**src/rtl/pipe_ctrl.sv**
```systemverilog
// pipe_ctrl: decode/EX/WB pipeline control with illegal-opcode detection and WB-to-EX forwarding
// Ports: clk, rst (sync, active-high); decode inputs in_valid, opcode, rd, rs1, rs2, stall, flush;
// in_ready; ID/EX controls ex_*; EX/WB controls wb_*; fwd_a/fwd_b forwarding selects; illegal pulse.
// Optional PIPE_CTRL_PERF_EN adds 32-bit retired_cnt and illegal_cnt.
module pipe_ctrl #(
  parameter int OPW  = 2,
  parameter int REGW = 2
) (
  input  logic            clk,
  input  logic            rst,
  input  logic            in_valid,
  input  logic [OPW-1:0]  opcode,
  input  logic [REGW-1:0] rd,
  input  logic [REGW-1:0] rs1,
  input  logic [REGW-1:0] rs2,
  input  logic            stall,
  input  logic            flush,
  output logic            in_ready,
  output logic            ex_valid,
  output logic            ex_alu_sel,
  output logic            ex_alusrc,
  output logic            ex_regwrite,
  output logic [REGW-1:0] ex_rd,
  output logic            wb_valid,
  output logic            wb_regwrite,
  output logic [REGW-1:0] wb_rd,
  output logic            fwd_a,
  output logic            fwd_b,
  output logic            illegal
`ifdef PIPE_CTRL_PERF_EN
  ,
  output logic [31:0]     retired_cnt,
  output logic [31:0]     illegal_cnt
`endif
);
  logic            r_ex_valid, r_ex_alu_sel, r_ex_alusrc, r_ex_regwrite, r_illegal;
  logic [REGW-1:0] r_ex_rd, r_ex_rs1, r_ex_rs2;
  logic            r_wb_valid, r_wb_regwrite;
  logic [REGW-1:0] r_wb_rd;
  logic            w_legal, w_sel, w_rw, w_accept, w_load;
  always_comb begin
    w_legal  = ((opcode >> 2) == '0) & (opcode[1:0] != 2'b10);
    w_sel    = opcode[1:0] == 2'b01;
    w_rw     = opcode[1:0] != 2'b11;
    w_accept = in_valid & ~stall & ~flush;
    w_load   = w_accept & w_legal;
  end
  always_ff @(posedge clk) begin
    if (rst | flush) begin
      r_ex_valid    <= 1'b0;
      r_ex_alu_sel  <= 1'b0;
      r_ex_alusrc   <= 1'b0;
      r_ex_regwrite <= 1'b0;
      r_ex_rd       <= '0;
      r_ex_rs1      <= '0;
      r_ex_rs2      <= '0;
      r_illegal     <= 1'b0;
      r_wb_valid    <= 1'b0;
      r_wb_regwrite <= 1'b0;
      r_wb_rd       <= '0;
    end else begin
      r_ex_valid    <= w_load;
      r_ex_alu_sel  <= w_load & w_sel;
      r_ex_alusrc   <= w_load & w_sel;
      r_ex_regwrite <= w_load & w_rw;
      r_ex_rd       <= w_load ? rd : '0;
      r_ex_rs1      <= w_load ? rs1 : '0;
      r_ex_rs2      <= w_load ? rs2 : '0;
      r_illegal     <= w_accept & ~w_legal;
      r_wb_valid    <= r_ex_valid;
      r_wb_regwrite <= r_ex_regwrite & r_ex_valid;
      r_wb_rd       <= r_ex_rd;
    end
  end
  assign in_ready    = ~stall & ~flush;
  assign ex_valid    = r_ex_valid;
  assign ex_alu_sel  = r_ex_alu_sel;
  assign ex_alusrc   = r_ex_alusrc;
  assign ex_regwrite = r_ex_regwrite;
  assign ex_rd       = r_ex_rd;
  assign wb_valid    = r_wb_valid;
  assign wb_regwrite = r_wb_regwrite;
  assign wb_rd       = r_wb_rd;
  assign illegal     = r_illegal;
  assign fwd_a       = r_wb_valid & r_wb_regwrite & r_ex_valid & (r_wb_rd == r_ex_rs1);
  assign fwd_b       = r_wb_valid & r_wb_regwrite & r_ex_valid & (r_wb_rd == r_ex_rs2);
`ifdef PIPE_CTRL_PERF_EN
  logic [31:0] r_retired_cnt, r_illegal_cnt;
  always_ff @(posedge clk) begin
    if (rst) begin
      r_retired_cnt <= '0;
      r_illegal_cnt <= '0;
    end else begin
      r_retired_cnt <= r_retired_cnt + {31'd0, r_wb_valid};
      r_illegal_cnt <= r_illegal_cnt + {31'd0, r_illegal};
    end
  end
  assign retired_cnt = r_retired_cnt;
  assign illegal_cnt = r_illegal_cnt;
`endif
endmodule

```
**config.mk**
```make
export PLATFORM = sky130hd
export DESIGN_NAME = pipe_ctrl
export DESIGN_NICKNAME = d
export VERILOG_FILES = /design/src/rtl/pipe_ctrl.sv
export SDC_FILE = /design/constraint.sdc
export NUM_CORES = 1
export LEC_CHECK = 0
export BUFFER_PORTS_ARGS = -buffer_cell sky130_fd_sc_hd__buf_2
export CORE_AREA = 2 2 39 41
export CTS_CLUSTER_SIZE = 30
export DETAILED_ROUTE_END_ITERATION = 10
export DIE_AREA = 0 0 41 43
export HOLD_SLACK_MARGIN = 0.02
export PLACE_DENSITY = 0.78
export SKIP_LAST_GASP = 1
export SYNTH_ARGS = -nofsm -noshare
export SYNTH_HDL_FRONTEND = slang
export SYNTH_SLANG_ARGS = --single-unit
```
**constraint.sdc**
```tcl
create_clock -name clk -period 1.7 [get_ports clk]
set_input_delay 0.085 -clock clk [delete_from_list [all_inputs] [get_ports clk]]
set_output_delay 0.085 -clock clk [all_outputs]
set_load 0.1 [all_outputs]
```
Word level (Yosys, flattened, before mapping)
Cells that the tools add are included.
{ "totals": {"register_bits": 14, "in_bits": 13, "elab_cells": 33, "output_inout_bits": 14} }
{ "classes": {"reduce_logical": 1, "bitwise": 17, "eq_ne": 5} }
{ "ops": {"columns": ["cell", "count"], "rows": [
  ["1-bit bitwise AND", 12],
  ["2-bit equality test", 2],
  ["2-bit inequality test, second input constant", 2],
  ["1-bit inverter", 4],
  ["2-bit by 1-bit equality test with 1-bit output, second input constant", 1],
  ["2-bit OR reduction", 1],
  ["1-bit OR", 1]
]} }

Logic depth before layout (Yosys ltp)
{ "logic_depth": {"depth_word": 6, "ltp_mapped": 3, "depth_no_buf": 2} }

Least setup slack after synthesis
Ideal clock, no wire load.
{ "synth_path": {"path_kind": "register to output", "startpoint": "register r_ex_valid (netlist: ex_valid)", "endpoint": "output fwd_a", "path_stages_with_launch": 3, "path_buffers": 0, "path_slack_ns": -1.656, "required_time_ns": 1.615, "arrival_ns": 3.271, "cell_sequence": "dfxtp_1 -> nand3_1 -> nor3_1"} }
{ "synth_via": {"elab_chain_cells": 2} }
{ "synth_rtl": {"columns": ["element", "line_no", "rtl"], "rows": [
  ["start, declared", "36", "logic r_ex_valid, r_ex_alu_sel, r_ex_alusrc, r_ex_regwrite, r_illegal;"],
  ["start signal, assigned", "62", "r_ex_valid <= w_load;"],
  ["1-bit bitwise AND (2 in a row)", "85", "assign fwd_a = r_wb_valid & r_wb_regwrite & r_ex_valid & (r_wb_rd == r_ex_rs1);"],
  ["end, declared", "27", "output logic fwd_a,"]
]} }
Every way passes these cells.

Final worst setup path
{ "layout_path": {"startpoint": "register r_wb_rd[0] (netlist: wb_rd[0])", "endpoint": "output fwd_b"} }
{ "layout_via": {"elab_chain_cells": 2} }
{ "layout_rtl": {"columns": ["element", "line_no", "rtl"], "rows": [
  ["start, declared", "39", "logic [REGW-1:0] r_wb_rd;"],
  ["start signal, assigned", "72", "r_wb_rd <= r_ex_rd;"],
  ["2-bit equality test", "86", "assign fwd_b = r_wb_valid & r_wb_regwrite & r_ex_valid & (r_wb_rd == r_ex_rs2);"],
  ["1-bit bitwise AND", "86", null],
  ["end, declared", "28", "output logic fwd_b,"]
]} }
Every way passes these cells.

==> impl_metrics.tcl <==
set metrics [dict create \
    status "complete, no violations" \
    io_pins 27 \
    crit_buf_inv 1 \
    ys_ff_latch 14 \
    arrival_ps 1410 \
    fin_area_um2 719 \
    yosys_warnings 0 \
    hold_end "ex_rd[1]" \
    layout-drive-gt1-share 0.634 \
    p_leak_nw 0.354 \
    hold_depth 2 \
    tns_ps 0 \
    critPathTopFamily "buffers and inverters" \
    r2r_cells 1 \
    grt_pass1_vias 374 \
    power_uw 578 \
    drc 0 \
    netlist_area_um2 507 \
    grt_pass1_wl_mm 1.39 \
    dieWidth_um 41 \
    synth_top_area_frac 0.553 \
    synth_cells 42 \
    critPathKind "reg -> out" \
    cp-end-kind "primary output" \
    drt_iter0_markers 0 \
    antenna_found_initial 0 \
    num-nets-final 85 \
    period_minus_slack_ps 1490 \
    cts_setup_buffers 0 \
    dp_slack_ps 493 \
    ir_drop_mv 0.296 \
    yosysMostFrequentCell "dfxtp_1" \
    h-tree-depth 1 \
    globalplace.congestion 0.599 \
    slew_violations 0 \
    setup_violations 0 \
    fillers 138 \
    hold_violations 0 \
    tightestPinTransition_ps 488 \
    synth.avg_cell_area_um2 12.1 \
    cp.depth 3 \
    ant_nets 0 \
    vias 382 \
    grt_overflow 0 \
    min_path_type "in -> reg" \
    timing.rr.start "ex_valid" \
    hold_start "rd[1]" \
    grt_use_total 0.123 \
    slew_headroom 0.677 \
    max_stage_delay_ps 440 \
    post-route-period-util 0.877 \
    yosys.area.top_type "dfxtp_1" \
    cts_tree "yes" \
    drtPass1Iterations 1 \
    netlist-cell-type-count 13 \
    max_freq_ghz 0.671 \
    wl_um 892 \
    cpMaxStageDelayCell "buf_2" \
    timing.critical_path.cells "xor2_1 > nor3_4 > buf_2" \
    maxCapViolations 0 \
    synth-main-ff-cell "dfxtp_1" \
    reg2reg_to "wb_regwrite" \
    async_flop_share 0 \
    rows 14 \
    viasPerCell 4.39 \
    port_buffers 26 \
    grt_max_degree 11 \
    powerDensity_nw_per_um2 804 \
    coreArea_um2 1380 \
    clk_pin_slew_ps 70 \
    die_h_um 43 \
    cts_buffers 3 \
    cp.required_ps 1620 \
    synth_edf_count 0 \
    worstSkewPairLatency_ps 270 \
    start_kind "flip-flop" \
    ys_seq_area_frac 0.553 \
    die_area_um2 1760 \
    clock-sinks 14 \
    yosys-top-cells-count "14 x dfxtp_1, 7 x nor3b_2, 4 x nor2_1, 4 x xor2_1, 3 x and2_1" \
    fin_skew_ps 1.85 \
    hpwl_um 673 \
    r2r_slack_ps 1110 \
    synth_nets 55 \
    cts_buffer_depth 2 \
    post_dp_cell_area_um2 683 \
    grt_setup_unrepaired "false" \
    clock-root-buffer "clkbuf_4" \
    drt-wirelength-per-cell_um 10.3 \
    area_delta_synth_final_pct 42.0 \
    start_util 0.366 \
    crit_fanout 3 \
    fin_ws_ps 209 \
    antenna_cells 0 \
    synthTopCellsByArea "dfxtp_1 55%, nor3b_2 17%, xor2_1 6.9%, and2_1 3.7%, nor2_1 3.0%" \
    cts_hold_buf 1 \
    cts_resized 0 \
    whs_ps 54.7 \
]
## logic make-up (layout without fill, tap and decap cells)
logic type / count (synthesis) / count (layout) / share of synthesized area
buf+inv: 3 / 32 / 0.0444
flops: 14 / 14 / 0.553
xor+xnor: 4 / 4 / 0.0691
simple gates: 21 / 21 / 0.333
## how the worst max path moves through the flow
stage	start	to	slack, ps
global placement	wb_rd[0]	fwd_b	510
floorplan	ex_valid	fwd_a	70
global route	wb_rd[0]	fwd_b	130
CTS	wb_rd[0]	fwd_b	190
detailed placement	wb_rd[0]	fwd_b	490
finish	wb_rd[0]	fwd_b	210
## cells in the final DEF, fill, tap and decap left out, drive strengths merged, types with 2 or more instances in the layout
cell type / count
dfxtp: 14
xor2: 4
nor2: 4
clkbuf: 4
nor3: 2
buf: 27
nor3b: 7
nor2b: 2
and2: 3
## area by class of cell
cell class	count	area, um2	share of cell area
clock buffer	4	26.3	0.0365
multi-input combinational	25	226	0.315
sequential	14	299	0.416
tap	16	20.0	0.0278
timing repair buffer	28	148	0.205
## state kept, by name (all words and copies together) (netlist names)
signal,flops
ex_alusrc,1
ex_rd,2
ex_regwrite,1
ex_valid,1
illegal,1
r_ex_rs1,2
r_ex_rs2,2
wb_rd,2
wb_regwrite,1
wb_valid,1
## stage by stage
step / utilization / std cells
finish: 0.520 / 87
global route: 0.520 / 87
CTS: 0.520 / 87
detailed placement: 0.494 / 82
global placement: 0.494 / 82
floorplan: - / 42
## metal layers
metal	global-route usage	wire length (um)	up-vias
li1	-	-	197
met1	0.102	318	172
met2	0.209	517	13
met3	0.0628	56	0
met4	0.0800	0	0
met5	0	0	-
## power breakdown
part | switching (mW) | internal, mW
logic | 0.0462 | 0.0233
clock network | 0.0919 | 0.0907
registers | 0.00202 | 0.324
No activity file was read; power rests on OpenSTA's default activity.
